[config.mk]
export PLATFORM = sky130hd
export DESIGN_NAME = seq_shift_unit
export DESIGN_NICKNAME = d
export VERILOG_FILES = /design/src/rtl/seq_shift_unit_pkg.sv /design/src/rtl/seq_shift_unit_shift_step.sv /design/src/rtl/seq_shift_unit.sv
export SDC_FILE = /design/constraint.sdc
export NUM_CORES = 1
export LEC_CHECK = 0
export BUFFER_PORTS_ARGS = -buffer_cell sky130_fd_sc_hd__buf_2
export CELL_PAD_IN_SITES_DETAIL_PLACEMENT = 1
export CELL_PAD_IN_SITES_GLOBAL_PLACEMENT = 1
export CORE_ASPECT_RATIO = 1.2
export CORE_MARGIN = 4
export CORE_UTILIZATION = 31
export DETAILED_ROUTE_END_ITERATION = 12
export PLACE_DENSITY_LB_ADDON = 0.25
export SLEW_MARGIN = 20
export SYNTH_ARGS = -nofsm -noshare
export SYNTH_HDL_FRONTEND = slang
export SYNTH_HIERARCHICAL = 1
export SYNTH_SLANG_ARGS = --single-unit
[constraint.sdc]
create_clock -name clock -period 2.2 [get_ports clock]
set_input_delay 0 -clock clock [delete_from_list [all_inputs] [get_ports clock]]
set_output_delay 0 -clock clock [all_outputs]
set_load 0.005 [all_outputs]
[src/rtl/seq_shift_unit_pkg.sv]
// Shared op codes, FSM state encoding and helpers for the sequential shift unit.
package seq_shift_unit_pkg;

  localparam int unsigned OP_W = 3;

  typedef logic [OP_W-1:0] op_t;

  localparam op_t SH_LOAD = 3'd0;
  localparam op_t SH_SHL  = 3'd1;
  localparam op_t SH_SHR  = 3'd2;
  localparam op_t SH_ASR  = 3'd3;
  localparam op_t SH_ROL  = 3'd4;
  localparam op_t SH_ROR  = 3'd5;

  typedef enum logic [1:0] {
    ST_IDLE  = 2'd0,
    ST_SHIFT = 2'd1,
    ST_DONE  = 2'd2
  } state_t;

  // True for op codes that take bit steps; LOAD and reserved codes do not.
  function automatic logic is_shift_op(input op_t op);
    return (op == SH_SHL) || (op == SH_SHR) || (op == SH_ASR) ||
           (op == SH_ROL) || (op == SH_ROR);
  endfunction

endpackage

[src/rtl/seq_shift_unit_shift_step.sv]
// Combinational single-bit step of the shift/rotate datapath.
module shift_step
  import seq_shift_unit_pkg::*;
#(
  parameter int unsigned WIDTH = 8
) (
  input  logic [WIDTH-1:0] value,
  input  logic [OP_W-1:0]  op,
  input  logic             serial_in,
  output logic [WIDTH-1:0] next_value,
  output logic             out_bit
);

  // Next register value and the bit that leaves it for the selected op.
  always_comb begin
    next_value = value;
    out_bit    = 1'b0;
    case (op)
      SH_SHL: begin
        next_value = {value[WIDTH-2:0], serial_in};
        out_bit    = value[WIDTH-1];
      end
      SH_SHR: begin
        next_value = {serial_in, value[WIDTH-1:1]};
        out_bit    = value[0];
      end
      SH_ASR: begin
        next_value = {value[WIDTH-1], value[WIDTH-1:1]};
        out_bit    = value[0];
      end
      SH_ROL: begin
        next_value = {value[WIDTH-2:0], value[WIDTH-1]};
        out_bit    = value[WIDTH-1];
      end
      SH_ROR: begin
        next_value = {value[0], value[WIDTH-1:1]};
        out_bit    = value[0];
      end
      default: begin
        next_value = value;
        out_bit    = 1'b0;
      end
    endcase
  end

endmodule

[src/rtl/seq_shift_unit.sv]
// Multi-cycle shift/rotate unit: one bit step per clock with start/busy/done handshake.
module seq_shift_unit
  import seq_shift_unit_pkg::*;
#(
  parameter int unsigned WIDTH = 8,
  parameter int unsigned AMT_W = 4
) (
  input  logic             clock,
  input  logic             reset,
  input  logic             start,
  input  logic [2:0]       op,
  input  logic [AMT_W-1:0] amount,
  input  logic [WIDTH-1:0] data_in,
  input  logic             serial_in,
  output logic [WIDTH-1:0] data_out,
  output logic             carry_out,
  output logic             busy,
  output logic             done
);

  state_t           state_q, state_d;
  logic [AMT_W-1:0] count_q, count_d;
  op_t              op_q, op_d;
  logic [WIDTH-1:0] data_d;
  logic             carry_d;
  logic             busy_d;
  logic             done_d;
  logic [WIDTH-1:0] step_value;
  logic             step_bit;

  shift_step #(
    .WIDTH(WIDTH)
  ) u_step (
    .value      (data_out),
    .op         (op_q),
    .serial_in  (serial_in),
    .next_value (step_value),
    .out_bit    (step_bit)
  );

  // State, operand and handshake registers; reset discards any op in flight.
  always_ff @(posedge clock or posedge reset) begin
    if (reset) begin
      state_q   <= ST_IDLE;
      count_q   <= '0;
      op_q      <= SH_LOAD;
      data_out  <= '0;
      carry_out <= 1'b0;
      busy      <= 1'b0;
      done      <= 1'b0;
    end else begin
      state_q   <= state_d;
      count_q   <= count_d;
      op_q      <= op_d;
      data_out  <= data_d;
      carry_out <= carry_d;
      busy      <= busy_d;
      done      <= done_d;
    end
  end

  // Next-state and datapath control; busy/done are registered decodes of the next state.
  always_comb begin
    state_d = state_q;
    count_d = count_q;
    op_d    = op_q;
    data_d  = data_out;
    carry_d = carry_out;
    case (state_q)
      ST_IDLE, ST_DONE: begin
        if (start) begin
          data_d  = data_in;
          carry_d = 1'b0;
          count_d = amount;
          op_d    = op_t'(op);
          if ((amount == '0) || !is_shift_op(op_t'(op))) begin
            state_d = ST_DONE;
          end else begin
            state_d = ST_SHIFT;
          end
        end else begin
          state_d = ST_IDLE;
        end
      end
      ST_SHIFT: begin
        data_d  = step_value;
        carry_d = step_bit;
        count_d = count_q - AMT_W'(1);
        if (count_q == AMT_W'(1)) begin
          state_d = ST_DONE;
        end
      end
      default: begin
        state_d = ST_IDLE;
      end
    endcase
    busy_d = (state_d == ST_SHIFT);
    done_d = (state_d == ST_DONE);
  end

endmodule

**Word level (Yosys, flattened, before mapping)**

Cells that the tools add are included.

- Word-level logic and storage cells: 56
- Flip-flop bits (word level): 20
- Bits of input ports: 19

- Add/subtract/negate cells: 1
- Eq/ne operators: 19
- Reduce and logical (&&, ||, !) cells: 16
- Multiplexer cells: 12

Operators by type and width:

| cell | number |
|---|---|
| case mux 8 bit (5 select lines) | 1 |
| case mux 8 bit (2 select lines) | 1 |
| == test 3 x 2 -> 1 bit (second input constant) | 4 |
| == test 3 bit (second input constant) | 4 |
| 2-to-1 mux 8 bit | 1 |
| case mux 4 bit (2 select lines) | 1 |
| == test 3 x 1 -> 1 bit (second input constant) | 2 |
| 2-to-1 mux 2 bit | 3 |
| inequality test 6 x 1 -> 1 bit (second input constant) | 1 |
| logical OR 1 bit | 5 |
| inequality test 5 x 1 -> 1 bit (second input constant) | 1 |
| == test 2 x 1 -> 1 bit (second input constant) | 2 |
| == test 2 bit (second input constant) | 2 |
| == test 4 x 1 -> 1 bit (second input constant) | 1 |
| zero test 4 bit | 1 |
| 2-to-1 mux 4 bit | 1 |
| inequality test 2 bit (second input constant) | 2 |
| case mux 1 bit (2 select lines) | 2 |
| case mux 2 bit (2 select lines) | 1 |
| AND reduction 2 bit | 2 |
| AND reduction 4 bit | 1 |
| OR reduction 2 bit | 2 |
| subtractor 4 x 1 -> 4 bit (second input constant) | 1 |
| AND reduction 3 bit | 1 |
| 5 further kinds | 5 |

**Longest topological paths before layout**

Gate-level depths: netlist of run 1.

- Depth in word-level cells: 11
- Gate-level depth with buffers: 7
- Gate-level depth less buffers: 5

**By module**

The synthesis of run 1 kept the hierarchy.

By module, submodules not included:

| module | instances | area each (sq um) | seq. area each (sq um) | cells an instance |
|---|---|---|---|---|
| seq_shift_unit | 1 | 917.1 | 500.5 | 98 |
| shift_step | 1 | 374.1 | 0.0 | 57 |

**Least setup slack after synthesis of run 1**

OpenSTA, ideal clock, no wires.

- Kind: flip-flop to flip-flop
- Start: register op_q[2]
- End: register data_out[4]
- Stages on the path, launching flop included: 7
- Setup slack: 0.746 ns
- Period minus slack after synthesis: 1.454 ns
- Setup time: 0.141 ns
- Arrival: 1.313 ns
- Path through: dfrtp_1 buf_6 mux2_4 and2_0 a211o_1 nor2_1 a31oi_1

- Longest elaborated chain between the ends: 3
- Elaborated cells between the ends (all ways): 9
- Classes of those cells: 6 x eq/ne; 2 x mux; 1 x reduce/logical

RTL lines:

| item | RTL line | source |
|---|---|---|
| start, declared | seq_shift_unit.sv:23 | `op_t op_q, op_d;` |
| start signal, assigned | seq_shift_unit.sv:54 | `op_q <= op_d;` |
| == test 3 bit, or another cell as far along | seq_shift_unit_shift_step.sv:18 | `case (op)` |
| case mux 8 bit (5 select lines) * | seq_shift_unit_shift_step.sv:18 |  |
| via step_value[4] | seq_shift_unit.sv:28 | `logic [WIDTH-1:0] step_value;` |
| case mux 8 bit (2 select lines) * | seq_shift_unit.sv:69 | `case (state_q)` |
| end signal, assigned | seq_shift_unit.sv:55 | `data_out <= data_d;` |
| end, declared | seq_shift_unit.sv:15 | `output logic [WIDTH-1:0] data_out,` |

Mark *: on every way through the listed nets, which the timed path passes. The rest lies on a longest branch.
A chain may end at the register's enable or synchronous reset.

**Final worst setup path of run 1**

- Start: register op_q[2]
- End: register data_out[7]

Same word-level chain as after synthesis.

==> key figures, run 1 <==
Outcome
  – Run status: finished clean

Clock network
  – Clock transition at path regs: 0.08 ns
  – Sink Count: 20
  – CTS tree: yes
  – H-Tree Depth: 1
  – Total CTS buffers: 3
  – Deepest clock path buffer count: 2
  – Root Driver: clkbuf_8
  – Clock latency at the later pin of the worst-skew pair: 0.27 ns
  – CTS resizes: 0

Logic synthesis
  – Seq/Total Area, Yosys: 0.3876
  – Ys Warns: 6
  – EDFF count, synth: 0
  – Syn nets: 176
  – Commonest cells in the synthesized netlist: 28 x nand2_1, 21 x nor2_1, 20 x dfrtp_1
  – Register bit total from synthesis: 20
  – Area share of the largest cell type after synthesis: 0.3876
  – Mean Syn Cell Area: 8.331 um^2
  – Main flop type after synthesis: dfrtp_1
  – Mapped Cells: 155
  – Synth top area cells: dfrtp_1 39%, nand2_1 8.1%, nor2_1 6.1%
  – Synth area leader: dfrtp_1
  – Cell with the most instances after synthesis: nand2_1
  – Mapped cell area: 1291 um^2
  – Async set or reset register ratio after synthesis: 1.000
  – Distinct cells, synth: 37

Global route
  – Gr ovfl total: 0
  – Global-route wire length before repair: 6210 um
  – Vias in the first global route: 1333
  – Largest net degree at the start of global routing: 23
  – Initial antenna violation count: 0
  – All-Layer GR Usage: 0.1510

Routing
  – 1st-iter DRT viols: 33
  – Remaining antenna violation count after routing: 0
  – Via density: 5.064
  – First-pass DRT Iterations: 4
  – WL final: 3653 um
  – Detailed-route DRC error count: 0
  – Vias: 1261
  – WL per Instance: 14.67 um

Worst setup path
  – Max FO, Critical Path: 18
  – Crit-path max cell delay: 0.56 ns
  – Crit path arrival time: 1.86 ns
  – CP most frequent cell: o311ai_0
  – Crit-path slowest cell: dfrtp_1
  – WP data required: 2.31 ns
  – Critical Path Start Type: flop
  – Crit. End Element: flop
  – Setup Crit Path Kind: flop to flop
  – Crit-path cells: buf_4 > o311ai_0 > o311ai_0 > nor2_1 > a31oi_1

Placement
  – Placed inst area: 1468 um^2
  – Final GP Congestion: 0.8244
  – Pre-CTS setup slack: 0.4507 ns
  – Dpl hpwl: 2708 um
  – Input/output buffers: 29

Pwr
  – Maximum vdd ir drop: 0.0004664 V
  – Total power draw: 2.446 mW
  – Leakage: 0.7606 nW
  – Pwr Density: 1471 nW/um^2

STA
  – RSZ-0062 raised after global routing: no
  – Fin crit share: 0.7939
  – Max Fclk: 0.5726 GHz
  – Clock skew: 0.003237 ns
  – Actual slew at the worst max-slew pin: 0.7991 ns
  – Setup TNS: 0 ns
  – Fin crit period: 1.747 ns
  – Relative slew slack: 0.4667
  – Worst setup margin: 0.4535 ns
  – Final hold violation count: 0
  – Final setup viols: 0
  – Final Slew Violations: 0

Finish
  – Post-route cell area: 1663 um^2
  – Area delta synth->final: 28.78%
  – Fillers: 492
  – Flip-flop and latch area: 500.5 um^2
  – Fin nets: 217
  – Area occupied by multi-input gates: 709.4 um^2
  – Diode count: 0
  – Layout cells sized above 1: 0.2205

Floorplanning
  – Die height: 78.70 um
  – CORE AREA: 3973 um^2
  – Io pins: 30
  – Die ar.: 5266 um^2
  – Starting Density: 0.3250
  – Die W: 66.92 um
  – Num rows: 25

Flow run
  – Max Cap Viol: 0

Min path
  – Hold Crit Class: primary input to flop
==> area by class of cell <==
cell class / count / share of cell area
clock buffer: 4 / 0.03311
inverter: 6 / 0.01354
multi-input combinational: 119 / 0.4266
sequential: 20 / 0.3010
tap: 54 / 0.04063
timing repair buffer: 46 / 0.1851
==> worst max-delay path: cells and delay by family (launching register included) <==
kind / cells / cell delay, ns
flip-flops: 1 / 0.56
buffers and inverters: 1 / 0.26
AO/OA/AOI/OAI: 3 / 0.63
AND/OR/NAND/NOR: 1 / 0.14
==> worst paths after layout <==
check	slack, ns	startpoint	end	depth (start not counted)
worst max-delay path	0.45	op_q[2]	data_out[7]	5
worst min-delay path	0.01	data_in[2]	data_out[2]	3
worst max register to register	0.45	op_q[2]	data_out[7]	5
worst min register to register	0.52	carry_out	carry_out	1
max in group asynchronous	1.28	reset	carry_out	3
min in group asynchronous	0.43	reset	data_out[5]	3
==> flip-flops by register name, indices dropped and copies added, names as in the netlist <==
register and count:
carry_out 1, count_q 4, busy 1, done 1, op_q 3, state_q 2
data_out 8
==> cells in the final DEF (no fill, tap or decap), drive strengths merged, types with 3 or more instances in the layout <==
cell type,synthesis,routed
a221o,5,5
nand2b,3,3
nor3,7,7
dfrtp,20,20
buf,7,32
a31oi,8,8
clkbuf,3,4
mux2,5,5
inv,6,6
o311ai,3,3
nand2,28,28
dlygate4sd3,0,14
o21ai,3,3
a21oi,5,5
nor2,21,21
nor2b,7,7
==> layer usage <==
| layer | track usage | vias up | wire, um |
|---|---|---|---|
| li1 | - | 631 | - |
| met1 | 0.1933 | 600 | 1689 |
| met2 | 0.2530 | 25 | 1768 |
| met3 | 0.02122 | 5 | 137 |
| met4 | 0.05882 | 0 | 58 |
| met5 | 0 | - | 0 |
==> repair_timing <==
action | 4_1_cts | 5_1_grt
endpoints found under the hold margin | 33 | 0
hold buffers | 14 | 0
setup buffers | 0 | 0
==> power breakdown <==
group	leakage, nW	internal (mW)	switching (mW)	total (mW)
logic	0.493	0.651	0.696	1.35
registers	0.239	0.552	0.255	0.807
clock network	0.0288	0.160	0.132	0.292
total	0.761	1.36	1.08	2.45
==> through the flow <==
step	utilization	std cells	hold slack, ns
floorplan	-	155	-0.03617
global placement	0.3694	231	0.1841
detailed placement	0.3694	231	0.2086
CTS	0.4186	249	0.002606
global route	0.4186	249	0.02989
finish	0.4186	249	0.009778
==> kinds of logic after synthesis <==
logic type	count (synthesis)	synth area share
compound gates	38	0.2209
flops	20	0.3876
simple gates	74	0.2626
fa+ha+maj	2	0.01938
buf+inv	16	0.06298
mux	5	0.04651
No activity file was read; power rests on OpenSTA's default activity.
==> run 2: changes to the inputs <==
--- a/config.mk
+++ b/config.mk
@@ -5,6 +5,7 @@
 export SDC_FILE = /design/constraint.sdc
 export NUM_CORES = 1
 export LEC_CHECK = 0
+export ABC_AREA = 1
 export BUFFER_PORTS_ARGS = -buffer_cell sky130_fd_sc_hd__buf_2
 export CELL_PAD_IN_SITES_DETAIL_PLACEMENT = 1
 export CELL_PAD_IN_SITES_GLOBAL_PLACEMENT = 1
==> constraint.sdc (replaced) <==
create_clock -name clock -period 1.5 [get_ports clock]
set_input_delay 0 -clock clock [delete_from_list [all_inputs] [get_ports clock]]
set_output_delay 0 -clock clock [all_outputs]
set_load 0.005 [all_outputs]
==> key figures, run 2 <==
Logic synthesis
  – Main flop type after synthesis: dfrtp_1
  – Mapped Cells: 179 (+15%)
  – Mean Syn Cell Area: 7.451 um^2 (-11%)
  – Mapped cell area: 1334 um^2 (+3.3%)
  – Area share of the largest cell type after synthesis: 0.3752 (-0.01236)
  – Ys Warns: 6 (unchanged)
  – Syn nets: 200 (+14%)
  – Cell with the most instances after synthesis: nand2_1
  – Synth area leader: dfrtp_1
  – Register bit total from synthesis: 20 (unchanged)
  – EDFF count, synth: 0 (unchanged)
  – Distinct cells, synth: 22 (-41%)
  – Commonest cells in the synthesized netlist: 57 x nand2_1, 22 x nand3_1, 20 x dfrtp_1
  – Seq/Total Area, Yosys: 0.3752 (-0.01236)
  – Async set or reset register ratio after synthesis: 1.000 (unchanged)
  – Synth top area cells: dfrtp_1 38%, nand2_1 16%, nand3_1 8.3%

Flow run
  – Max Cap Viol: 0 (unchanged)

Pwr
  – Total power draw: 3.681 mW (+50%)
  – Maximum vdd ir drop: 0.0009209 V (+97%)
  – Leakage: 0.8073 nW (+6.1%)
  – Pwr Density: 2359 nW/um^2 (+60%)

Finish
  – Fillers: 506 (+2.8%)
  – Fin nets: 230 (+6.0%)
  – Commonest non-fill, non-tap cell in the layout: nand2_1
  – Area delta synth->final: 16.98%
  – Largest registers: data_out (8), count_q (4), op_q (3)
  – Max FFs per register: 8 (unchanged)
  – Flip-flop and latch area: 501.7 um^2 (+0.25%)
  – Layout cells sized above 1: 0.2788 (+0.05833)
  – Commonest non-fill, non-tap cells in the layout: 57 x nand2_1, 29 x buf_2, 22 x nand3_1
  – Area occupied by multi-input gates: 709.4 um^2 (unchanged)
  – Most flop-heavy register: data_out
  – Diode count: 0 (unchanged)

Routing
  – Remaining antenna violation count after routing: 0 (unchanged)
  – WL final: 3572 um (-2.2%)
  – Vias: 1278 (+1.3%)
  – WL per Instance: 13.63 um (-7.1%)
  – Detailed-route DRC error count: 0 (unchanged)
  – Via density: 4.878 (-3.7%)
  – First-pass DRT Iterations: 4 (unchanged)
  – 1st-iter DRT viols: 77 (+130%)

STA
  – Fin crit period: 1.366 ns (-0.3802 ns)
  – Actual slew at the worst max-slew pin: 0.3406 ns (-0.4585 ns)
  – Relative slew slack: 0.7718 (+0.3051)
  – RSZ-0062 raised after global routing: no
  – Min Hold Slack: 0.005204 ns (-0.004574 ns)
  – Clock skew: 0.001900 ns (-0.001336 ns)
  – Fin crit share: 0.9109 (+0.1170)
  – Max Fclk: 0.7319 GHz (+28%)
  – Final Slew Violations: 0 (unchanged)
  – Setup TNS: 0 ns (unchanged)
  – Final hold violation count: 0 (unchanged)
  – Final setup viols: 0 (unchanged)

Worst setup path
  – Reg2reg start: op_q[0]
  – Max FO, Critical Path: 8 (-10)
  – Crit-path slowest cell: dfrtp_1
  – WP data required: 1.65 ns (-0.66 ns)
  – Crit. End Element: flop
  – Crit path arrival time: 1.51 ns (-0.35 ns)
  – CP delay by family, top: simple AND/OR/NAND/NOR gates
  – Bufs and invs on worst path: 0 (-1)
  – Reg-to-reg slack, setup: 0.13 ns (-0.32 ns)
  – CP startpoint: op_q[0]
  – Crit-path max cell delay: 0.52 ns (-0.04 ns)
  – Setup Crit Path Kind: flop to flop
  – Critical Path Start Type: flop
  – Crit-path cells: nor2_1 > nand2_1 > nand2_4 > nand2_1 > nand3_1 > nor2_1 > o21ai_2

Global route
  – Vias in the first global route: 1365 (+2.4%)
  – Met1 Use GR: 0.1630 (-0.03023)
  – Global-route wire length before repair: 6058 um (-2.4%)
  – Met2 Resource Use GR: 0.2746 (+0.02161)
  – Largest net degree at the start of global routing: 21 (-8.7%)
  – Gr ovfl total: 0 (unchanged)
  – All-Layer GR Usage: 0.1433 (-0.007684)
  – Met3 Use GR: 0.01972 (-0.001498)
  – Initial antenna violation count: 0 (unchanged)
  – GRT Max-Usage Layer: met2

Placement
  – Dpl hpwl: 2892 um (+6.8%)
  – Input/output buffers: 29 (unchanged)
  – Final GP Congestion: 0.8243 (about the same)

Clock network
  – Deepest clock path buffer count: 2 (unchanged)
  – Total CTS buffers: 3 (unchanged)
  – Clock transition at path regs: 0.08 ns (about the same)
  – Root Driver: clkbuf_8
  – H-Tree Depth: 1 (unchanged)
  – Sink Count: 20 (unchanged)
  – CTS tree: yes
  – Clock latency at the later pin of the worst-skew pair: 0.25 ns (-0.02 ns)
  – Post-CTS setup buffer count: 0 (unchanged)

Min path
  – Hold Crit Class: primary input to flop
  – Hold Startpoint: amount[1]

Floorplanning
  – Die ar.: 5421 um^2 (+2.9%)
  – Io pins: 30 (unchanged)
  – Die height: 79.86 um (+1.5%)
  – CORE AREA: 4035 um^2 (+1.6%)
  – Num rows: 25 (unchanged)
  – Die W: 67.88 um (+1.4%)
  – Starting Density: 0.3305 (+0.005503)

Outcome
  – Run status: finished clean
==> run 2: cell count changes after synthesis, moves of 5 or more <==
cell	change
o21ai_2	+8
nor3_1	-7
inv_1	+7
nor2b_1	-7
a221o_1	-5
a31oi_1	-8
buf_2	-5
o21ai_0	+14
nand2_1	+29
nor2_1	-5
nand3_1	+21
==> run 2: worst reg2reg max path, delay by kind of cell (launching register included) <==
| kind | cells | cell delay [ns] |
|---|---|---|
| AOI/OAI and AO/OA | 1 | 0.08 |
| and+or+nand+nor | 6 | 0.66 |
| DFF | 1 | 0.52 |
==> run 2: path summary, 6_finish.rpt <==
check	end	depth (start not counted)
max	data_out[2]	7
min	count_q[1]	3
max reg2reg	data_out[2]	7
min reg2reg	carry_out	2
max in group asynchronous	op_q[2]	4
min in group asynchronous	busy	4
==> run 2: cells by family (layout without fill, tap and decap cells) <==
family	Yosys count	in the layout	share of synthesized area
xor+xnor	1	1	0.01220
flops	20	20	0.3752
simple gates	106	106	0.3696
compound gates	27	27	0.1313
fa+ha+maj	2	2	0.01876
buf+inv	23	52	0.09286
==> run 2: layout make-up <==
cell class | instances | area share
multi-input cells | 136 | 0.4547
flip-flops and latches | 20 | 0.3216
repair buffers | 31 | 0.1042
clock buffers | 4 | 0.03528
inverters | 17 | 0.04090
well taps | 54 | 0.04330
==> run 2: stage by stage <==
stage / area [um^2] / cells / setup WS [ns] / utilization
floorplan: 1334 / 179 / 0.2862 / -
global placement: 1494 / 257 / 0.1635 / 0.3702
detailed placement: 1494 / 257 / 0.07641 / 0.3702
CTS: 1559 / 262 / 0.06080 / 0.3864
global route: 1560 / 262 / 0.02924 / 0.3867
finish: 1560 / 262 / 0.1337 / 0.3867
==> run 2: timing repair <==
item                                    CTS  global route
hold buffers                              1             0
endpoints found under the hold margin    20             0
gates resized for setup                   0             1
endpoints found under the setup margin    0             7
==> run 2: per-layer routing <==
metal | vias up | wire, um | share of wire
met5 | - | 0 | 0
met4 | 0 | 15 | 0.0042
met3 | 2 | 127 | 0.036
met2 | 19 | 1902 | 0.53
met1 | 621 | 1525 | 0.43
li1 | 636 | - | -
==> run 2: power breakdown <==
group	internal, mW	total, mW	switching (mW)
clock network	0.233	0.408	0.175
logic	0.782	2.10	1.32
registers	0.813	1.17	0.356
